`src/rtl/mux_sel_arbiter.sv`:
```
// ---------------------------------------------------------------------------
// mux_sel_arbiter
//
// Two-source round-robin arbiter that drives the select line of a downstream
// 2:1 data mux. It also captures the selected word into a single-entry output
// register that has its own valid/ready handshake.
//
// Optional feature macro: MUX_SEL_STICKY_EN
//   defined   : a grant is held for up to BURST_LEN beats while the other
//               source waits.
//   undefined : grant alternates every beat under contention. BURST_LEN is
//               only range-checked.
//
// Parameters:
//   WIDTH      data width of each source and of the output
//   BURST_LEN  max consecutive beats per grant under contention (1..16)
//
// Ports:
//   clk        rising-edge clock
//   reset      synchronous, active-low reset
//   din_0      source 0 data          valid_0 / ready_0  source 0 handshake
//   din_1      source 1 data          valid_1 / ready_1  source 1 handshake
//   sel        mux select, 0 = din_0, 1 = din_1 (decoded from state only)
//   mux_data   registered selected word
//   out_valid  mux_data holds an unconsumed word
//   out_ready  consumer accepts when out_valid & out_ready
// ---------------------------------------------------------------------------
module mux_sel_arbiter #(
    parameter int WIDTH     = 1,
    parameter int BURST_LEN = 4
) (
    input  logic             clk,
    input  logic             reset,
    input  logic [WIDTH-1:0] din_0,
    input  logic             valid_0,
    output logic             ready_0,
    input  logic [WIDTH-1:0] din_1,
    input  logic             valid_1,
    output logic             ready_1,
    output logic             sel,
    output logic [WIDTH-1:0] mux_data,
    output logic             out_valid,
    input  logic             out_ready
);

    if (BURST_LEN < 1 || BURST_LEN > 16) begin : g_bad_burst
        $error("mux_sel_arbiter: BURST_LEN must be in 1..16");
    end

`ifdef MUX_SEL_STICKY_EN
    localparam int LIMIT = BURST_LEN;
`else
    localparam int LIMIT = 1;
`endif
    localparam logic [3:0] LAST_BEAT = 4'(LIMIT - 1);

    typedef enum logic [1:0] {
        IDLE   = 2'd0,
        GRANT0 = 2'd1,
        GRANT1 = 2'd2
    } state_e;

    state_e           state_q, state_d;
    logic             last_q, last_d;
    logic [3:0]       beat_cnt_q, beat_cnt_d;
    logic [WIDTH-1:0] mux_data_q;
    logic             out_valid_q;

    logic load_en;
    logic beat;
    logic cur_valid;    // valid of the currently granted source
    logic oth_valid;    // valid of the waiting source
    logic oth_idx;      // index of the waiting source

    // The output register can take a new word when it is empty or being drained.
    assign load_en = !out_valid_q | out_ready;

    assign sel     = (state_q == GRANT1);
    assign ready_0 = (state_q == GRANT0) & load_en;
    assign ready_1 = (state_q == GRANT1) & load_en;
    assign beat    = (valid_0 & ready_0) | (valid_1 & ready_1);

    assign cur_valid = sel ? valid_1 : valid_0;
    assign oth_valid = sel ? valid_0 : valid_1;
    assign oth_idx   = ~sel;

    assign mux_data  = mux_data_q;
    assign out_valid = out_valid_q;

    always_comb begin
        state_d    = state_q;
        last_d     = last_q;
        beat_cnt_d = beat_cnt_q;
        unique case (state_q)
            IDLE: begin
                if (valid_0 || valid_1) begin
                    // On a tie the source that was not served last wins.
                    if (valid_0 && valid_1) begin
                        last_d = ~last_q;
                    end else begin
                        last_d = valid_1;
                    end
                    state_d    = last_d ? GRANT1 : GRANT0;
                    beat_cnt_d = 4'd0;
                end
            end
            GRANT0, GRANT1: begin
                if (!cur_valid) begin
                    // Granted source dropped: hand over or go idle.
                    if (oth_valid) begin
                        state_d    = oth_idx ? GRANT1 : GRANT0;
                        last_d     = oth_idx;
                        beat_cnt_d = 4'd0;
                    end else begin
                        state_d    = IDLE;
                    end
                end else if (beat) begin
                    if (beat_cnt_q == LAST_BEAT) begin
                        // Switch on the edge of the final beat, so no bubble.
                        beat_cnt_d = 4'd0;
                        if (oth_valid) begin
                            state_d = oth_idx ? GRANT1 : GRANT0;
                            last_d  = oth_idx;
                        end
                    end else begin
                        beat_cnt_d = beat_cnt_q + 4'd1;
                    end
                end
            end
            default: begin
                state_d    = IDLE;
                beat_cnt_d = 4'd0;
            end
        endcase
    end

    always_ff @(posedge clk) begin
        if (!reset) begin
            state_q     <= IDLE;
            last_q      <= 1'b1;
            beat_cnt_q  <= 4'd0;
            mux_data_q  <= '0;
            out_valid_q <= 1'b0;
        end else begin
            state_q    <= state_d;
            last_q     <= last_d;
            beat_cnt_q <= beat_cnt_d;
            if (beat) begin
                // Capture the mux output as selected by the current grant.
                mux_data_q  <= sel ? din_1 : din_0;
                out_valid_q <= 1'b1;
            end else if (out_ready) begin
                out_valid_q <= 1'b0;
            end
        end
    end

endmodule
```
`config.mk`:
```
export PLATFORM = sky130hd
export DESIGN_NAME = mux_sel_arbiter
export DESIGN_NICKNAME = d
export VERILOG_FILES = /design/src/rtl/mux_sel_arbiter.sv
export SDC_FILE = /design/constraint.sdc
export NUM_CORES = 1
export LEC_CHECK = 0
export ABC_AREA = 1
export BUFFER_PORTS_ARGS = -buffer_cell sky130_fd_sc_hd__clkbuf_2
export CAP_MARGIN = 30
export CORE_MARGIN = 8
export CORE_UTILIZATION = 55
export CTS_CLUSTER_DIAMETER = 60
export DETAILED_ROUTE_END_ITERATION = 6
export PLACE_DENSITY_LB_ADDON = 0.1
export SLEW_MARGIN = 20
export SYNTH_ARGS = -nofsm -noshare
export SYNTH_HDL_FRONTEND = slang
export SYNTH_SLANG_ARGS = --single-unit
```
`constraint.sdc`:
```
create_clock -name clk -period 4.12 [get_ports clk]
set_input_delay 0.206 -clock clk [delete_from_list [all_inputs] [get_ports clk]]
set_output_delay 0.206 -clock clk [all_outputs]
set_load 0.005 [all_outputs]
```
-- After elaboration in Yosys (flattened, before gate mapping)
Cells that the tools add are included.
W data, S select, Z words.
- logic and storage cells: 61
- input bits: 7
- register bits after elaboration: 9
- output and inout bits: 5
- reduce and logical (&&, ||, !) cells: 11
- add/subtract/negate cells: 1
- bitwise logic cells: 8
- equal/unequal tests: 7
- mux-type cells: 29
- operators with widths (cell ; count):
    $mux W4 ; 5
    $mux W2 ; 8
    $mux W1 ; 13
    $ne A3 B3 Y1 const B ; 4
    $pmux W4 S2 ; 1
    $reduce_and A4 Y1 ; 2
    $add A4 B1 Y4 const B ; 1
    $and A1 B1 Y1 ; 4
    $logic_not A4 Y1 ; 1
    $pmux W2 S2 ; 1
    $reduce_bool A2 Y1 ; 2
    $reduce_and A3 Y1 ; 1
    $eq A2 B1 Y1 const B ; 1
    $eq A2 B2 Y1 const B ; 1
    $logic_not A2 Y1 ; 1
    $ne A2 B2 Y1 const B ; 1
    $not A1 Y1 ; 2
    $or A1 B1 Y1 ; 2
    $pmux W1 S2 ; 1
    $reduce_or A2 Y1 ; 1
    $logic_and A1 B1 Y1 ; 1
    $logic_not A1 Y1 ; 1
    $logic_or A1 B1 Y1 ; 1

-- Logic depth before layout (Yosys ltp)
Gate-level depths: netlist (run 1).
- depth after elaboration: 8
- gate-level depth with buffers: 12
- gate-level depth less buffers: 12

-- Least setup slack after synthesis (run 1)
OpenSTA, ideal clock, no wires.
- path type: register -> register
- start: register state_q[1]
- end: register state_q[0]
- arrival time: 1.437 ns
- setup time: 0.113 ns
- clock period less this slack: 1.551 ns
- cell stages (with the launch flop): 11
- setup slack: 2.569 ns
- path buffers: 1
- data required time: 4.007 ns
- cells stage by stage: dfxtp_1 inv_1 ha_1 clkbuf_2 nand2_1 o21ai_0 nand3_1 nand3_1 nand2_1 nand2_1 nor2_1
- cells in the longest elaborated chain, start to end: 7
- elaborated cells between the ends (all ways): 23
- classes of those cells: eq/ne (6); mux (9); bitwise (5); reduce/logical (3)
- RTL lines (element ; line ; RTL):
    start, declared ; 63 ; state_e state_q, state_d;
    start signal, assigned ; 145 ; state_q <= state_d;
    $eq A2 B2 Y1 ; 78, 80, 94 ;
    $mux W2 ; 111, 122 ;
    $mux W2 ; 121 ; if (oth_valid) begin
    $mux W2 ; 118 ; if (beat_cnt_q == LAST_BEAT) begin
    $mux W2 ; 117 ; end else if (beat) begin
    $mux W2 ; 108 ; if (!cur_valid) begin
    $pmux W2 S2 ; 94 ; unique case (state_q)
Several ways; a longest one is shown, not always the timed one. The select of a mux whose other input is x is not followed.
A chain may end at the register's enable or synchronous reset.

-- Final worst setup path (run 1)
- start: register state_q[1]
- end: register state_q[1]
The elaborated chain is that of the path after synthesis.

==> results of run 1 <==
[worst paths after layout]
check	startpoint	to	slack, ps	cells past startpoint
hold / removal	din_0	mux_data	180	3
setup reg to reg	state_q[1]	state_q[1]	2360	9
setup / recovery	state_q[1]	state_q[1]	2360	9
hold reg to reg	last_q	last_q	470	2
[cell families after synthesis]
family	after synthesis	share of synthesized area, %
flops	9	25.2
fa+ha+maj	7	12.3
xor+xnor	1	1.23
buf+inv	24	13.8
simple gates	64	39.6
compound gates	11	7.88
[worst max-delay path, stage by stage (launching register included)]
cell and delay, ps:
dfxtp_1 380, inv_1 100, ha_1 400, nand2_1 90, o21ai_0 260, nand3_1 110, nand3_1 150, nand2_1 70
nand2_1 50, nor2_1 40
[cell usage after synthesis]
cell type  instances
a21oi_1            3
a31oi_1            1
buf_6              1
clkbuf_2           1
dfxtp_1            9
ha_1               7
inv_1             20
inv_2              2
nand2_1           24
nand2_2            4
nand3_1           11
nand3_2            1
nand4_1            2
nor2_1            21
nor2_4             1
o21ai_0            7
xor2_1             1
[layout by cell type (no fill, tap or decap), types with 4 or more instances in the layout]
cell type / count
dfxtp_1: 9
ha_1: 7
nand2_1: 24
nand3_1: 11
o21ai_0: 7
clkbuf_2: 11
nor2_1: 21
inv_1: 20
nand2_2: 4
[state kept, by name, summed over array words and instances, names as in the netlist]
| name | count |
|---|---|
| out_valid | 1 |
| state_q | 2 |
| mux_data | 1 |
| last_q | 1 |
| beat_cnt_q | 4 |
[final cells by class]
class                           count  area share, %
Multi-Input combinational cell     83           54.5
Tap cell                           15           2.35
Timing Repair Buffer               11           6.90
Sequential cell                     9           22.6
Inverter                           22           10.3
Clock buffer                        4           3.29
[power groups by stage]
stage	clock [W]	sequential [W]	combinational, W
2_1_floorplan	0	0.000134	0.000250
3_3_place_gp	0	0.000137	0.000304
3_5_place_dp	0	0.000138	0.000315
4_1_cts	0.0000745	0.000136	0.000316
5_1_grt	0.0000780	0.000141	0.000366
6_report	0.0000720	0.000136	0.000317
[per-layer routing]
metal / wire length (um) / GRT usage [%]
met2: 855 / 24.4
met1: 663 / 11.9
met4: 4 / 3.10
met3: 92 / 5.98
met5: 0 / 0
[per-stage QoR]
step           hold slack (ps)  util [%]
5_1_grt                    188      63.7
2_1_floorplan              365         -
3_3_place_gp               446      61.6
4_1_cts                    180      63.7
6_report                   184      63.7
3_5_place_dp               451      61.6
==> metrics.cfg, run 1 <==
[detailed_routing]
avgViaCountPerCell=5.06
drt-total-wl_mm=1.62
drt_iter0_drc=17
ant_nets=0
via_count=728
firstDrtPassIters=4
route.detailed.drc=0
routedWlPerCell_um=11.2

[critical_path]
cp-end-kind=register
cp-start-kind=register
cp.required_ps=4280
cp_max_fo=8
crit_type=register to register
critPathArrivalTime_ps=1920

[place]
dp_cells=140
dp_hpwl_mm=1.29
place.gp.congestion=0.913
dp_slack_ps=2410
portBuffers=11
place_area_um2=772

[job]
cap_violations=0

[grt]
grt_overflow_total=0
grt_usage_pct=12.8
antenna_found_initial=0
grt_max_degree=10
grt_pass1_wl_mm=2.66
grt_pass1_vias=690

[clocking]
clk_latency_ps=270
cts_resized=0
holdBufCountCts=0
clock_path_buffers=2
htreeDepth=1
cts_tree=done
cts-root-buf=clkbuf_4
cts-buffers-inserted=3
cts_sinks=9
clk_pin_slew_worst_paths_ps=60
post_cts_buffers=0

[yosys]
synth_top_cells_by_area=dfxtp_1 25%, nand2_1 13%, ha_1 12%, nor2_1 11%, inv_1 11%
synth_top_area_share_pct=25.2
ys_ff_latch=9
synth_seq_area_share_pct=25.2
synth_area_per_cell_um2=6.16
synthesis.nets=130
ys_types=17
syn_inst=116
synth.cell_area_um2=714
synth_largest_area_cell=dfxtp_1
yosys_warnings=0

[die]
die_w_um=52.0
fp-row-count=13
io_pins=12
dieArea_um2=2710
coreArea_um2=1250
initial_core_util_pct=57.0
fp.dieH_um=52.0

[power]
p_comb_share_pct=60.4
p_sw_w=0.000255
irDropWorstVdd_mv=0.444
p_total_w=0.000524
p_sw_share_pct=48.5
p_per_area_nw_per_um2=657
power_frac_seq_pct=25.9
p_int_w=0.000270
p_leak_nw=0.437
p_clk_share_pct=13.7

[layout]
final_cells=144
fill_cells=107
syn2layout_area_growth_pct=11.7
diodes=0
regArea_um2=180
final_nets=144
post_route_cells_drive_above_1_share_pct=17.1
postLayoutCellArea_um2=798
multiInputGateArea_um2=435

[timing]
period_needed_ps=1760
fin_ws_ps=2360
finalSetupTns_ps=0
worst_slew_margin_rel_pct=80.7
finalHoldViolCount=0
rsz0062_at_grt=no
skew_ps=7.56
maxSlewViolCount=0
fmax_ghz=0.569
worstMarginPinSlew_ps=287
setup_viol=0
finalCritPeriodShare_pct=42.6

[status]
outcome=completed

[min_path]
hp-class=input pin to register

No activity file was read; power rests on OpenSTA's default activity.
==> run 2: changes to the inputs <==
--- a/config.mk
+++ b/config.mk
@@ -9,7 +9,7 @@
 export BUFFER_PORTS_ARGS = -buffer_cell sky130_fd_sc_hd__clkbuf_2
 export CAP_MARGIN = 30
 export CORE_MARGIN = 8
-export CORE_UTILIZATION = 55
+export CORE_UTILIZATION = 48
 export CTS_CLUSTER_DIAMETER = 60
 export DETAILED_ROUTE_END_ITERATION = 6
 export PLACE_DENSITY_LB_ADDON = 0.1
==> constraint.sdc (replaced) <==
create_clock -name clk -period 1.6 [get_ports clk]
set_input_delay 0.08 -clock clk [delete_from_list [all_inputs] [get_ports clk]]
set_output_delay 0.08 -clock clk [all_outputs]
set_load 0.005 [all_outputs]
==> metrics.cfg, run 2 (synthesis gave the netlist of run 1 again) <==
[detailed_routing]
avgViaCountPerCell=5.03  ; was 5.06
firstDrtPassIters=4  ; unchanged
ant_nets=0  ; unchanged
routedWlPerCell_um=11.8  ; was 11.2 um
via_count=759  ; was 728
drt-total-wl_mm=1.78  ; was 1.62 mm
route.detailed.drc=0  ; unchanged
drt_iter0_drc=20  ; was 17

[timing]
rsz0062_at_grt=no  ; unchanged
maxSlewViolCount=0  ; unchanged
period_needed_ps=1470  ; was 1760 ps
skew_ps=3.97  ; was 7.56 ps
finalHoldViolCount=0  ; unchanged
finalSetupTns_ps=0  ; unchanged
worst_slew_margin_rel_pct=85.8  ; was 80.7%
finalCritPeriodShare_pct=91.9  ; was 42.6%
fmax_ghz=0.680  ; was 0.569 GHz
worstMarginPinSlew_ps=213  ; was 287 ps
setup_viol=0  ; unchanged
holdWs_ps=57.4  ; was 184 ps

[critical_path]
cp-start-kind=register  ; unchanged
cp_num_buf_inv=2  ; was 1
cp-end-kind=register  ; unchanged
reg2reg_setup_slack_ps=130  ; was 2360 ps
cp.required_ps=1760  ; was 4280 ps
critPathArrivalTime_ps=1630  ; was 1920 ps
crit_top_cell=nand2_1  ; unchanged
cp_max_fo=4  ; was 8
crit_chain=inv_4, ha_1, inv_1, nand2_1, o21ai_2, nand3_1, nand3_2, nand2_1, nand2_1, nor2_1  ; was inv_1, ha_1, nand2_1, o21ai_0, nand3_1, nand3_1, nand2_1, nand2_1, nor2_1
slowest_stage=dfxtp_2  ; was ha_1
crit_type=register to register  ; unchanged
r2r_cells=10  ; was 9
cp.depth=10  ; was 9
slowest_delay_ps=350  ; was 400 ps
worstReg2RegStart=state_q[0]  ; was state_q[1]
r2r-end=state_q[1]  ; unchanged
crit_family=simple AND/OR/NAND/NOR gates  ; unchanged

[clocking]
clk_pin_slew_worst_paths_ps=70  ; was 60 ps
cts-root-buf=clkbuf_4  ; unchanged
htreeDepth=1  ; unchanged
clk_latency_ps=270  ; about the same
clock_path_buffers=2  ; unchanged
holdBufCountCts=0  ; unchanged
cts_tree=done  ; unchanged
cts_sinks=9  ; unchanged
cts-buffers-inserted=3  ; unchanged

[status]
outcome=completed  ; unchanged

[grt]
grt_usage_pct=13.3  ; was 12.8%
grt_overflow_total=0  ; unchanged
grt_max_degree=10  ; unchanged
grt_pass1_wl_mm=2.93  ; was 2.66 mm
antenna_found_initial=0  ; unchanged
grt_pass1_vias=772  ; was 690

[die]
die_w_um=54.6  ; was 52.0 um
initial_core_util_pct=49.1  ; was 57.0%
fp-row-count=14  ; was 13
io_pins=12  ; unchanged
coreArea_um2=1450  ; was 1250 um^2
fp.dieH_um=54.6  ; was 52.0 um
dieArea_um2=2980  ; was 2710 um^2

[layout]
final_cells=151  ; was 144
diodes=0  ; unchanged
top_regs=beat_cnt_q (4), state_q (2)  ; unchanged
syn2layout_area_growth_pct=25.0  ; was 11.7%
fill_cells=141  ; was 107
fin_util_pct=61.4  ; was 63.7%
layout_common_cells=23 x nand2_1, 21 x nor2_1, 18 x inv_1  ; was 24 x nand2_1, 21 x nor2_1, 20 x inv_1
final_common_cell=nand2_1  ; unchanged
regMostFlops=beat_cnt_q  ; unchanged
largest_register_ffs=4  ; unchanged
post_route_cells_drive_above_1_share_pct=28.1  ; was 17.1%
final_nets=150  ; was 144

[power]
p_leak_nw=0.474  ; was 0.437 nW
p_per_area_nw_per_um2=1720  ; was 657 nW/um^2
irDropWorstVdd_mv=0.965  ; was 0.444 mV
p_total_w=0.00153  ; was 0.000524 W

[job]
cap_violations=0  ; unchanged

[min_path]
hold-path-cell-count=3  ; unchanged
hold_end=mux_data  ; unchanged
hp-class=input pin to register  ; unchanged
min-delay-start=din_1  ; was din_0

[place]
dp_cells=144  ; was 140
place.gp.congestion=0.948  ; was 0.913
portBuffers=11  ; unchanged
dp_hpwl_mm=1.30  ; was 1.29 mm

run 2: cell types whose count changed in the layout (fill, tap and decap cells not counted), sizes merged:
cell  change
buf       +6
run 2: worst max path at each step:
| stage | start | to | slack, ps |
|---|---|---|---|
| final | state_q[0] | state_q[1] | 130 |
| after global routing | state_q[0] | beat_cnt_q[3] | 6 |
| after CTS | state_q[0] | state_q[1] | 50 |
| after detailed placement | state_q[1] | state_q[1] | -100 |
| after global placement | state_q[0] | state_q[0] | 3 |
| after floorplan | state_q[1] | state_q[0] | 50 |
run 2: metal layers:
metal	vias up	track usage [%]	routed length, um
met1	339	12.9	760
li1	392	-	-
met3	7	5.98	81
met2	21	22.5	892
met5	-	0	0
met4	0	8.61	49
run 2: cell type report:
type / instances / area, um^2 / share of cell area, %
multi-input combinational: 83 / 477 / 53.4
sequential: 9 / 185 / 20.7
timing repair buffer: 17 / 100 / 11.2
clock buffer: 4 / 26.3 / 2.94
inverter: 22 / 85.1 / 9.52
tap: 16 / 20.0 / 2.24
run 2: report_power, final:
part | total, W | switching [W] | internal (W)
Sequential | 0.000365 | 0.0000613 | 0.000304
Combinational | 0.000981 | 0.000570 | 0.000411
Clock | 0.000187 | 0.0000900 | 0.0000966
Total | 0.00153 | 0.000722 | 0.000811
run 2: tightest hold or removal path, cell delays in order:
cell and delay, ps:
clkbuf_2 80, nand2_1 60, a31oi_1 70
run 2: metrics by stage:
step	cell area [um^2]	setup slack, ps
3_3_place_gp	796	2.59
2_1_floorplan	714	49.4
4_1_cts	837	50.9
3_5_place_dp	796	-95.2
6_report	893	130
5_1_grt	893	5.82
run 2: timing repair:
item                                    CTS  global route
gates resized for setup                   5            10
pin swaps                                 0             6
endpoints found under the setup margin    5             7
setup buffers                             0             3
==> run 3: changes to the inputs <==
--- a/config.mk
+++ b/config.mk
@@ -10,9 +10,10 @@
 export CAP_MARGIN = 30
 export CORE_MARGIN = 8
 export CORE_UTILIZATION = 48
-export CTS_CLUSTER_DIAMETER = 60
+export CTS_CLUSTER_DIAMETER = 50
 export DETAILED_ROUTE_END_ITERATION = 6
 export PLACE_DENSITY_LB_ADDON = 0.1
+export SETUP_SLACK_MARGIN = 0.5
 export SLEW_MARGIN = 20
 export SYNTH_ARGS = -nofsm -noshare
 export SYNTH_HDL_FRONTEND = slang
==> metrics.cfg, run 3 (synthesis gave the netlist of run 1 again) <==
[detailed_routing]
route.detailed.drc=0  ; unchanged
via_count=793  ; was 759
avgViaCountPerCell=5.18  ; was 5.03
routedWlPerCell_um=12.4  ; was 11.8 um
ant_nets=0  ; unchanged
drt_iter0_drc=37  ; was 20
drt-total-wl_mm=1.90  ; was 1.78 mm
firstDrtPassIters=4  ; unchanged

[critical_path]
slowest_delay_ps=400  ; was 350 ps
cp-end-kind=register  ; unchanged
cp-start-kind=register  ; unchanged
crit_chain=inv_4, ha_4, inv_2, nor2_4, nand3_4, nand2_4, inv_4, nand2_2, nand2_2, nor2_1  ; was inv_4, ha_1, inv_1, nand2_1, o21ai_2, nand3_1, nand3_2, nand2_1, nand2_1, nor2_1
crit_type=register to register  ; unchanged
reg2reg_setup_slack_ps=110  ; was 130 ps
critPathArrivalTime_ps=1690  ; was 1630 ps
slowest_stage=dfxtp_4  ; was dfxtp_2
cp.required_ps=1810  ; was 1760 ps
cp_max_fo=7  ; was 4

[clocking]
cts-root-buf=clkbuf_4  ; unchanged
cts-buffers-inserted=3  ; unchanged
htreeDepth=1  ; unchanged
holdBufCountCts=0  ; unchanged
cts_tree=done  ; unchanged
clk_pin_slew_worst_paths_ps=80  ; was 70 ps
clk_latency_ps=270  ; about the same
cts_sinks=9  ; unchanged
clock_path_buffers=2  ; unchanged

[grt]
grt_usage_pct=13.6  ; was 13.3%
grt_pass1_wl_mm=3.07  ; was 2.93 mm
grt_overflow_total=0  ; unchanged
grt_max_degree=10  ; unchanged
antenna_found_initial=0  ; unchanged
grt_pass1_vias=735  ; was 772

[timing]
fmax_ghz=0.673  ; was 0.680 GHz
finalHoldViolCount=0  ; unchanged
worstMarginPinSlew_ps=217  ; was 213 ps
finalSetupTns_ps=0  ; unchanged
worst_slew_margin_rel_pct=85.5  ; was 85.8%
rsz0062_at_grt=yes  ; was no
fin_ws_ps=114  ; was 130 ps
holdWs_ps=49.2  ; was 57.4 ps
finalCritPeriodShare_pct=92.9  ; was 91.9%
maxSlewViolCount=0  ; unchanged
setup_viol=0  ; unchanged
period_needed_ps=1490  ; was 1470 ps
skew_ps=6.29  ; was 3.97 ps

[place]
dp_hpwl_mm=1.23  ; was 1.30 mm
portBuffers=11  ; unchanged
place.gp.congestion=0.849  ; was 0.948
dp_slack_ps=43.9  ; was -95.2 ps
dp_cells=141  ; was 144

[die]
coreArea_um2=1450  ; unchanged
fp-row-count=14  ; unchanged
initial_core_util_pct=49.1  ; unchanged
io_pins=12  ; unchanged
die_w_um=54.6  ; unchanged
fp.dieH_um=54.6  ; unchanged
dieArea_um2=2980  ; unchanged

[layout]
regMostFlops=beat_cnt_q  ; unchanged
diodes=0  ; unchanged
top_regs=beat_cnt_q (4), state_q (2)  ; unchanged
fin_util_pct=67.2  ; was 61.4%
syn2layout_area_growth_pct=36.8  ; was 25.0%
layout_common_cells=20 x nand2_1, 18 x nor2_1, 14 x inv_1  ; was 23 x nand2_1, 21 x nor2_1, 18 x inv_1
final_cells=153  ; was 151
post_route_cells_drive_above_1_share_pct=38.7  ; was 28.1%
final_common_cell=nand2_1  ; unchanged
largest_register_ffs=4  ; unchanged
final_nets=152  ; was 150

[power]
p_per_area_nw_per_um2=1790  ; was 1720 nW/um^2
irDropWorstVdd_mv=1.35  ; was 0.965 mV
p_leak_nw=0.499  ; was 0.474 nW

[status]
outcome=completed  ; unchanged

[job]
cap_violations=0  ; unchanged

[min_path]
hp-class=input pin to register  ; unchanged

-- run 3: cell count changes in the layout (fill, tap and decap cells not counted), sizes merged --
cell    change
clkbuf      -1
buf         +3
-- run 3: layout make-up --
type / count / area [um^2]
Timing Repair Buffer: 19 / 119
Inverter: 22 / 90.1
Multi-Input combinational cell: 83 / 534
Sequential cell: 9 / 188
Fill cell: 124 / 477
Tap cell: 16 / 20.0
Clock buffer: 4 / 26.3
-- run 3: critical path, delay by kind of cell, from the launching register on --
family / cells / cell delay (ps)
buf+inv: 3 / 150
fa+ha+maj: 1 / 310
simple gates: 6 / 540
flops: 1 / 400
-- run 3: per-stage QoR --
| stage | power (W) | instance area (um^2) |
|---|---|---|
| 3_5_place_dp | 0.00127 | 812 |
| 6_report | 0.00175 | 977 |
| 2_1_floorplan | 0.00111 | 762 |
| 5_1_grt | 0.00190 | 977 |
| 4_1_cts | 0.00163 | 935 |
| 3_3_place_gp | 0.00126 | 812 |
-- run 3: final timing paths --
check        cells after the start        from            end
max reg2reg                     10  state_q[1]  beat_cnt_q[1]
max                             10  state_q[1]  beat_cnt_q[1]
min reg2reg                      2      last_q         last_q
min                              3       din_0       mux_data
-- run 3: repair_timing --
item	in CTS	in global routing
pin swaps	8	6
hold endpoints to repair	0	0
endpoints found under the setup margin	12	12
gates cloned	0	0
setup buffers	7	1
resized for setup	14	12
-- run 3: routing by layer --
metal / routed length [um] / global-route usage (%) / part of all wire (%) / vias up
met1: 782 / 15.3 / 41 / 351
met4: 42 / 3.69 / 2.2 / 0
li1: - / - / - / 404
met2: 937 / 25.1 / 49 / 29
met3: 136 / 2.45 / 7.2 / 9
met5: 0 / 0 / 0 / -
-- run 3: power breakdown --
group | leakage, nW | internal, W | switching (W)
registers | 0.0752 | 0.000307 | 0.0000739
logic | 0.409 | 0.000515 | 0.000663
clock network | 0.0150 | 0.0000964 | 0.0000989
total | 0.499 | 0.000918 | 0.000835
